==> config.mk <==
export PLATFORM = sky130hd
export DESIGN_NAME = edge_detector_array
export DESIGN_NICKNAME = d
export VERILOG_FILES = /design/src/rtl/edge_detector_array.sv
export SDC_FILE = /design/constraint.sdc
export NUM_CORES = 1
export LEC_CHECK = 0
export CORE_MARGIN = 8
export CORE_UTILIZATION = 54
export CTS_CLUSTER_SIZE = 14
export DETAILED_ROUTE_END_ITERATION = 10
export PLACE_DENSITY = 0.88
export REMOVE_ABC_BUFFERS = 1
export SLEW_MARGIN = 15
export SYNTH_ARGS = -nofsm -noshare
export SYNTH_HDL_FRONTEND = slang
export SYNTH_SLANG_ARGS = --single-unit
export TNS_END_PERCENT = 100
==> constraint.sdc <==
create_clock -name clk -period 3.4 [get_ports clk]
set_input_delay 0.34 -clock clk [delete_from_list [all_inputs] [get_ports clk]]
set_output_delay 0.34 -clock clk [all_outputs]
set_load 0.005 [all_outputs]
==> src/rtl/edge_detector_array.sv <==
// N-channel input conditioner: optional synchroniser, debounce filter, edge pulses
// (Mealy or Moore), sticky flags and saturating rising-edge counters per channel.
module edge_detector_array #(
  parameter int N           = 4,
  parameter int SYNC_STAGES = 2,
  parameter int DEBOUNCE    = 0,
  parameter int MOORE       = 0,
  parameter int CNT_W       = 8
) (
  input  logic                 clk,
  input  logic                 rst,
  input  logic [N-1:0]         in,
  input  logic                 clear,
  output logic [N-1:0]         level,
  output logic [N-1:0]         positive_edge,
  output logic [N-1:0]         negative_edge,
  output logic [N-1:0]         sticky_pos,
  output logic [N-1:0]         sticky_neg,
  output logic [N*CNT_W-1:0]   pos_count
);

  localparam int DW = (DEBOUNCE > 0) ? $clog2(DEBOUNCE + 1) : 1;

  logic [N-1:0] sync;

  generate
    if (SYNC_STAGES == 0) begin : g_nosync
      assign sync = in;
    end else begin : g_sync
      logic [N-1:0] sync_q [SYNC_STAGES];
      always_ff @(posedge clk or posedge rst) begin
        if (rst) begin
          for (int s = 0; s < SYNC_STAGES; s++) sync_q[s] <= '0;
        end else begin
          sync_q[0] <= in;
          for (int s = 1; s < SYNC_STAGES; s++) sync_q[s] <= sync_q[s-1];
        end
      end
      assign sync = sync_q[SYNC_STAGES-1];
    end
  endgenerate

  logic [N-1:0]     level_q, level_d;
  logic [DW-1:0]    cnt_q [N];
  logic [DW-1:0]    cnt_d [N];
  logic [N-1:0]     sticky_pos_q, sticky_pos_d;
  logic [N-1:0]     sticky_neg_q, sticky_neg_d;
  logic [CNT_W-1:0] pcnt_q [N];
  logic [CNT_W-1:0] pcnt_d [N];
  logic [N-1:0]     accept, rise, fall;

  always_comb begin
    level_d      = level_q;
    sticky_pos_d = sticky_pos_q;
    sticky_neg_d = sticky_neg_q;
    accept       = '0;
    rise         = '0;
    fall         = '0;
    for (int i = 0; i < N; i++) begin
      cnt_d[i]  = cnt_q[i];
      pcnt_d[i] = pcnt_q[i];
      // Gated by rst so no combinational pulse leaks while the block is held in reset.
      accept[i] = ~rst && (sync[i] != level_q[i]) && (cnt_q[i] == DW'(DEBOUNCE));
      rise[i]   = accept[i] & sync[i];
      fall[i]   = accept[i] & ~sync[i];
      if (sync[i] == level_q[i]) begin
        cnt_d[i] = '0;
      end else if (accept[i]) begin
        level_d[i] = sync[i];
        cnt_d[i]   = '0;
      end else begin
        cnt_d[i] = cnt_q[i] + DW'(1);
      end
      // A clear coinciding with an accepted edge keeps that edge.
      if (clear) begin
        sticky_pos_d[i] = rise[i];
        sticky_neg_d[i] = fall[i];
        pcnt_d[i]       = CNT_W'(rise[i]);
      end else begin
        sticky_pos_d[i] = sticky_pos_q[i] | rise[i];
        sticky_neg_d[i] = sticky_neg_q[i] | fall[i];
        if (rise[i] && (pcnt_q[i] != {CNT_W{1'b1}})) pcnt_d[i] = pcnt_q[i] + CNT_W'(1);
      end
    end
  end

  always_ff @(posedge clk or posedge rst) begin
    if (rst) begin
      level_q      <= '0;
      sticky_pos_q <= '0;
      sticky_neg_q <= '0;
      for (int i = 0; i < N; i++) begin
        cnt_q[i]  <= '0;
        pcnt_q[i] <= '0;
      end
    end else begin
      level_q      <= level_d;
      sticky_pos_q <= sticky_pos_d;
      sticky_neg_q <= sticky_neg_d;
      for (int i = 0; i < N; i++) begin
        cnt_q[i]  <= cnt_d[i];
        pcnt_q[i] <= pcnt_d[i];
      end
    end
  end

  generate
    if (MOORE != 0) begin : g_moore
      logic [N-1:0] pos_pulse_q, neg_pulse_q;
      always_ff @(posedge clk or posedge rst) begin
        if (rst) begin
          pos_pulse_q <= '0;
          neg_pulse_q <= '0;
        end else begin
          pos_pulse_q <= rise;
          neg_pulse_q <= fall;
        end
      end
      assign positive_edge = pos_pulse_q;
      assign negative_edge = neg_pulse_q;
    end else begin : g_mealy
      assign positive_edge = rise;
      assign negative_edge = fall;
    end
  endgenerate

  assign level      = level_q;
  assign sticky_pos = sticky_pos_q;
  assign sticky_neg = sticky_neg_q;

  always_comb begin
    pos_count = '0;
    for (int i = 0; i < N; i++) pos_count[i*CNT_W +: CNT_W] = pcnt_q[i];
  end

endmodule

==> flow_metrics.env <==
export IMPL_status="completed"
export IMPL_syn_area_um2=2650
export IMPL_required_ns=3.06
export IMPL_post_cts_buffers=0
export IMPL_gp_congestion=0.851
export IMPL_synth_top_area_share_pct=52.9
export IMPL_grt_pass1_wl_um=9510
export IMPL_seqPwrFrac_pct=58.1
export IMPL_num_rows=25
export IMPL_wl_per_cell_um=15.8
export IMPL_clk_pin_slew_ns=0.09
export IMPL_slew_violations=0
export IMPL_ys_seq_elements=56
export IMPL_clock_latency_ns=0.30
export IMPL_cp_max_fo=13
export IMPL_tightest_slew_ns=0.703
export IMPL_start_kind="input pin"
export IMPL_path_cells="clkdlybuf4s50_1 -> buf_4 -> or4b_1 -> inv_1 -> clkdlybuf4s50_1"
export IMPL_portBuffers=58
export IMPL_min_period_ns=2.67
export IMPL_worstSetupEndpointType="output pin"
export IMPL_vias_per_cell=5.90
export IMPL_ctsHoldBuffers=0
export IMPL_ys_types=44
export IMPL_skew_ns=0.00487
export IMPL_critical_path_top_delay_family="buffers and inverters"
export IMPL_relSlewSlack_pct=53.0
export IMPL_root_buffer="clkbuf_8"
export IMPL_worst_path_most_repeated_cell="clkdlybuf4s50_1"
export IMPL_die_y_um=86.1
export IMPL_drive_above_1_share_pct=8.67
export IMPL_synth_warnings=0
export IMPL_power_frac_comb_pct=16.7
export IMPL_fmax_mhz=374
export IMPL_areaGrowthSynthToFinish_pct=27.7
export IMPL_synthCells=238
export IMPL_intPower_mw=0.976
export IMPL_ctsResizeCount=0
export IMPL_wirelength_um=5790
export IMPL_clk_path_buf_depth=2
export IMPL_setup_tns_ns=0
export IMPL_synth_avg_cell_area_um2=11.1
export IMPL_final_nets=313
export IMPL_rsz0062_at_grt="no"
export IMPL_switching_share_pct=25.9
export IMPL_setup_violations=0
export IMPL_vdd_drop_max_uv=301
export IMPL_die_area_um2=7410
export IMPL_grt_max_degree=37
export IMPL_yosys_top_cells_area="dfrtp_1 53%, nor2_1 3.4%, nor4b_4 2.7%, xor2_1 2.6%, mux2_2 2.5%"
export IMPL_arrival_ns=2.33
export IMPL_initial_core_util_pct=56.1
export IMPL_cts_tree="done"
export IMPL_dp_cells=362
export IMPL_htreeDepth=2
export IMPL_p_switching_mw=0.340
export IMPL_ioPinCount=59
export IMPL_clkPwrFrac_pct=25.2
export IMPL_cts_sinks=56
export IMPL_synth_seq_area_share_pct=52.9
export IMPL_maxCapViolations=0
export IMPL_post_route_period_util_pct=78.6
export IMPL_dp_hpwl_um=4170
export IMPL_numCtsBuffers=5
export IMPL_critical_path_class="input pin to output pin"
export IMPL_synth_ff_type="dfrtp_1"
export IMPL_overflow=0
export IMPL_instances_no_fill=367
export IMPL_diodes=0
export IMPL_route_detailed_drc=0
export IMPL_drtIter0Drc=102
export IMPL_hold_viol=0
export IMPL_hold_class="register to register"
export IMPL_synthArstFlopShare_pct=100
export IMPL_synth_edf_count=0
export IMPL_grt_util_all_layers_pct=15.7
export IMPL_antenna_found_initial=0
export IMPL_first_pass_iters=5
export IMPL_cpPeakStageDelay_ns=0.69
export IMPL_die_x_um=86.1
export IMPL_core_area_um2=4720
export IMPL_vias=2165
export IMPL_p_per_area_nw_per_um2=389
export IMPL_route_antenna_remaining_nets=0
export IMPL_synth_area_leader_cell="dfrtp_1"
export IMPL_leakage_nw=1.47
export IMPL_cp_slowest_cell="or4b_1"
export IMPL_crit_buf_inv=4
export IMPL_grt_pass1_vias=2087
==> synthesized netlist by cell type (6+ instances only) <==
master and n:
a21o_1 8, dfrtp_1 56, mux2_2 6, nor3_1 10, xor2_1 8, nand2_1 15
a21oi_1 7, nand3_1 12, and4_1 6, a31oi_1 7, and3_1 7, nor2_1 24
==> path summary, 6_finish.rpt <==
check | startpoint | end | slack (ns) | cells after the start
setup / recovery | rst | positive_edge[2] | 0.73 | 5
min in group asynchronous | rst | level[1] | 0.66 | 3
setup reg to reg | level[2] | pos_count[23] | 1.53 | 4
hold reg to reg | g_sync.sync_q[5] | sync[1] | 0.36 | 0
max in group asynchronous | rst | pos_count[6] | 1.95 | 4
hold / removal | g_sync.sync_q[5] | sync[1] | 0.36 | 0
==> placed cells by master (no fill, tap or decap), types with 3 or more instances in the layout <==
cell / instances
clkbuf_8: 5
and3_1: 7
and2_1: 3
nor4b_1: 4
nor3_1: 10
a21oi_1: 7
nand3_1: 12
clkdlybuf4s50_1: 58
nand4_1: 4
a21o_1: 8
o211ai_1: 5
xor2_1: 8
nor2_1: 24
a31oi_1: 7
nor4b_4: 3
buf_4: 5
a211oi_1: 4
xnor2_1: 5
and4_1: 6
ha_1: 4
dfrtp_1: 56
inv_1: 3
mux2i_1: 4
o21ai_0: 5
nand2_1: 15
mux2_2: 6
==> power groups by stage <==
| stage | Combinational (mW) | Clock [mW] | Sequential (mW) |
|---|---|---|---|
| after floorplan | 0.0931 | 0 | 0.771 |
| after global placement | 0.216 | 0 | 0.775 |
| after detailed placement | 0.223 | 0 | 0.778 |
| final | 0.220 | 0.332 | 0.764 |
| after global routing | 0.239 | 0.365 | 0.772 |
| after CTS | 0.224 | 0.340 | 0.764 |
==> state kept, by name (all words and copies together) (netlist names) <==
| signal | flops |
|---|---|
| g_sync.sync_q | 4 |
| sticky_neg | 4 |
| pos_count | 32 |
| sync | 4 |
| cnt_q | 4 |
| sticky_pos | 4 |
| level | 4 |
==> area by class of cell <==
| cell class | instances | area, um2 |
|---|---|---|
| clock buffers | 5 | 68.8 |
| fillers | 334 | 1340 |
| inverters | 4 | 15.0 |
| multi-input cells | 172 | 1200 |
| flip-flops and latches | 56 | 1400 |
| well taps | 67 | 83.8 |
| repair buffers | 63 | 618 |
==> metal layers <==
| layer | GRT usage [%] | wire [um] | share of wire (%) | up-vias |
|---|---|---|---|---|
| met5 | 0 | 0 | 0 | - |
| met4 | 4.46 | 23 | 0.40 | 0 |
| met3 | 4.97 | 393 | 6.8 | 4 |
| met2 | 26.6 | 2870 | 50 | 63 |
| met1 | 18.7 | 2510 | 43 | 1086 |
| li1 | - | - | - | 1012 |
==> cell families (layout without fill, tap and decap cells) <==
family / count (synthesis) / count (layout) / share of synthesized area [%]
mux: 10 / 10 / 4.06
compound gates: 46 / 46 / 12.5
flops: 56 / 56 / 52.9
simple gates: 99 / 99 / 22.4
fa+ha+maj: 4 / 4 / 1.89
buf+inv: 10 / 72 / 1.98
xor+xnor: 13 / 13 / 4.30
==> metrics by stage <==
stage / hold slack (ns) / worst slack, ns / power (mW) / area [um2] / utilization [%]
3_3_place_gp: 0.332 / 0.751 / 0.991 / 3310 / 70.2
3_5_place_dp: 0.340 / 0.722 / 1.00 / 3310 / 70.2
2_1_floorplan: 0.331 / 1.51 / 0.865 / 2610 / -
6_report: 0.356 / 0.727 / 1.32 / 3380 / 71.6
5_1_grt: 0.362 / 0.638 / 1.38 / 3380 / 71.6
4_1_cts: 0.357 / 0.722 / 1.33 / 3380 / 71.6
Power figures use the tool's default switching activity.
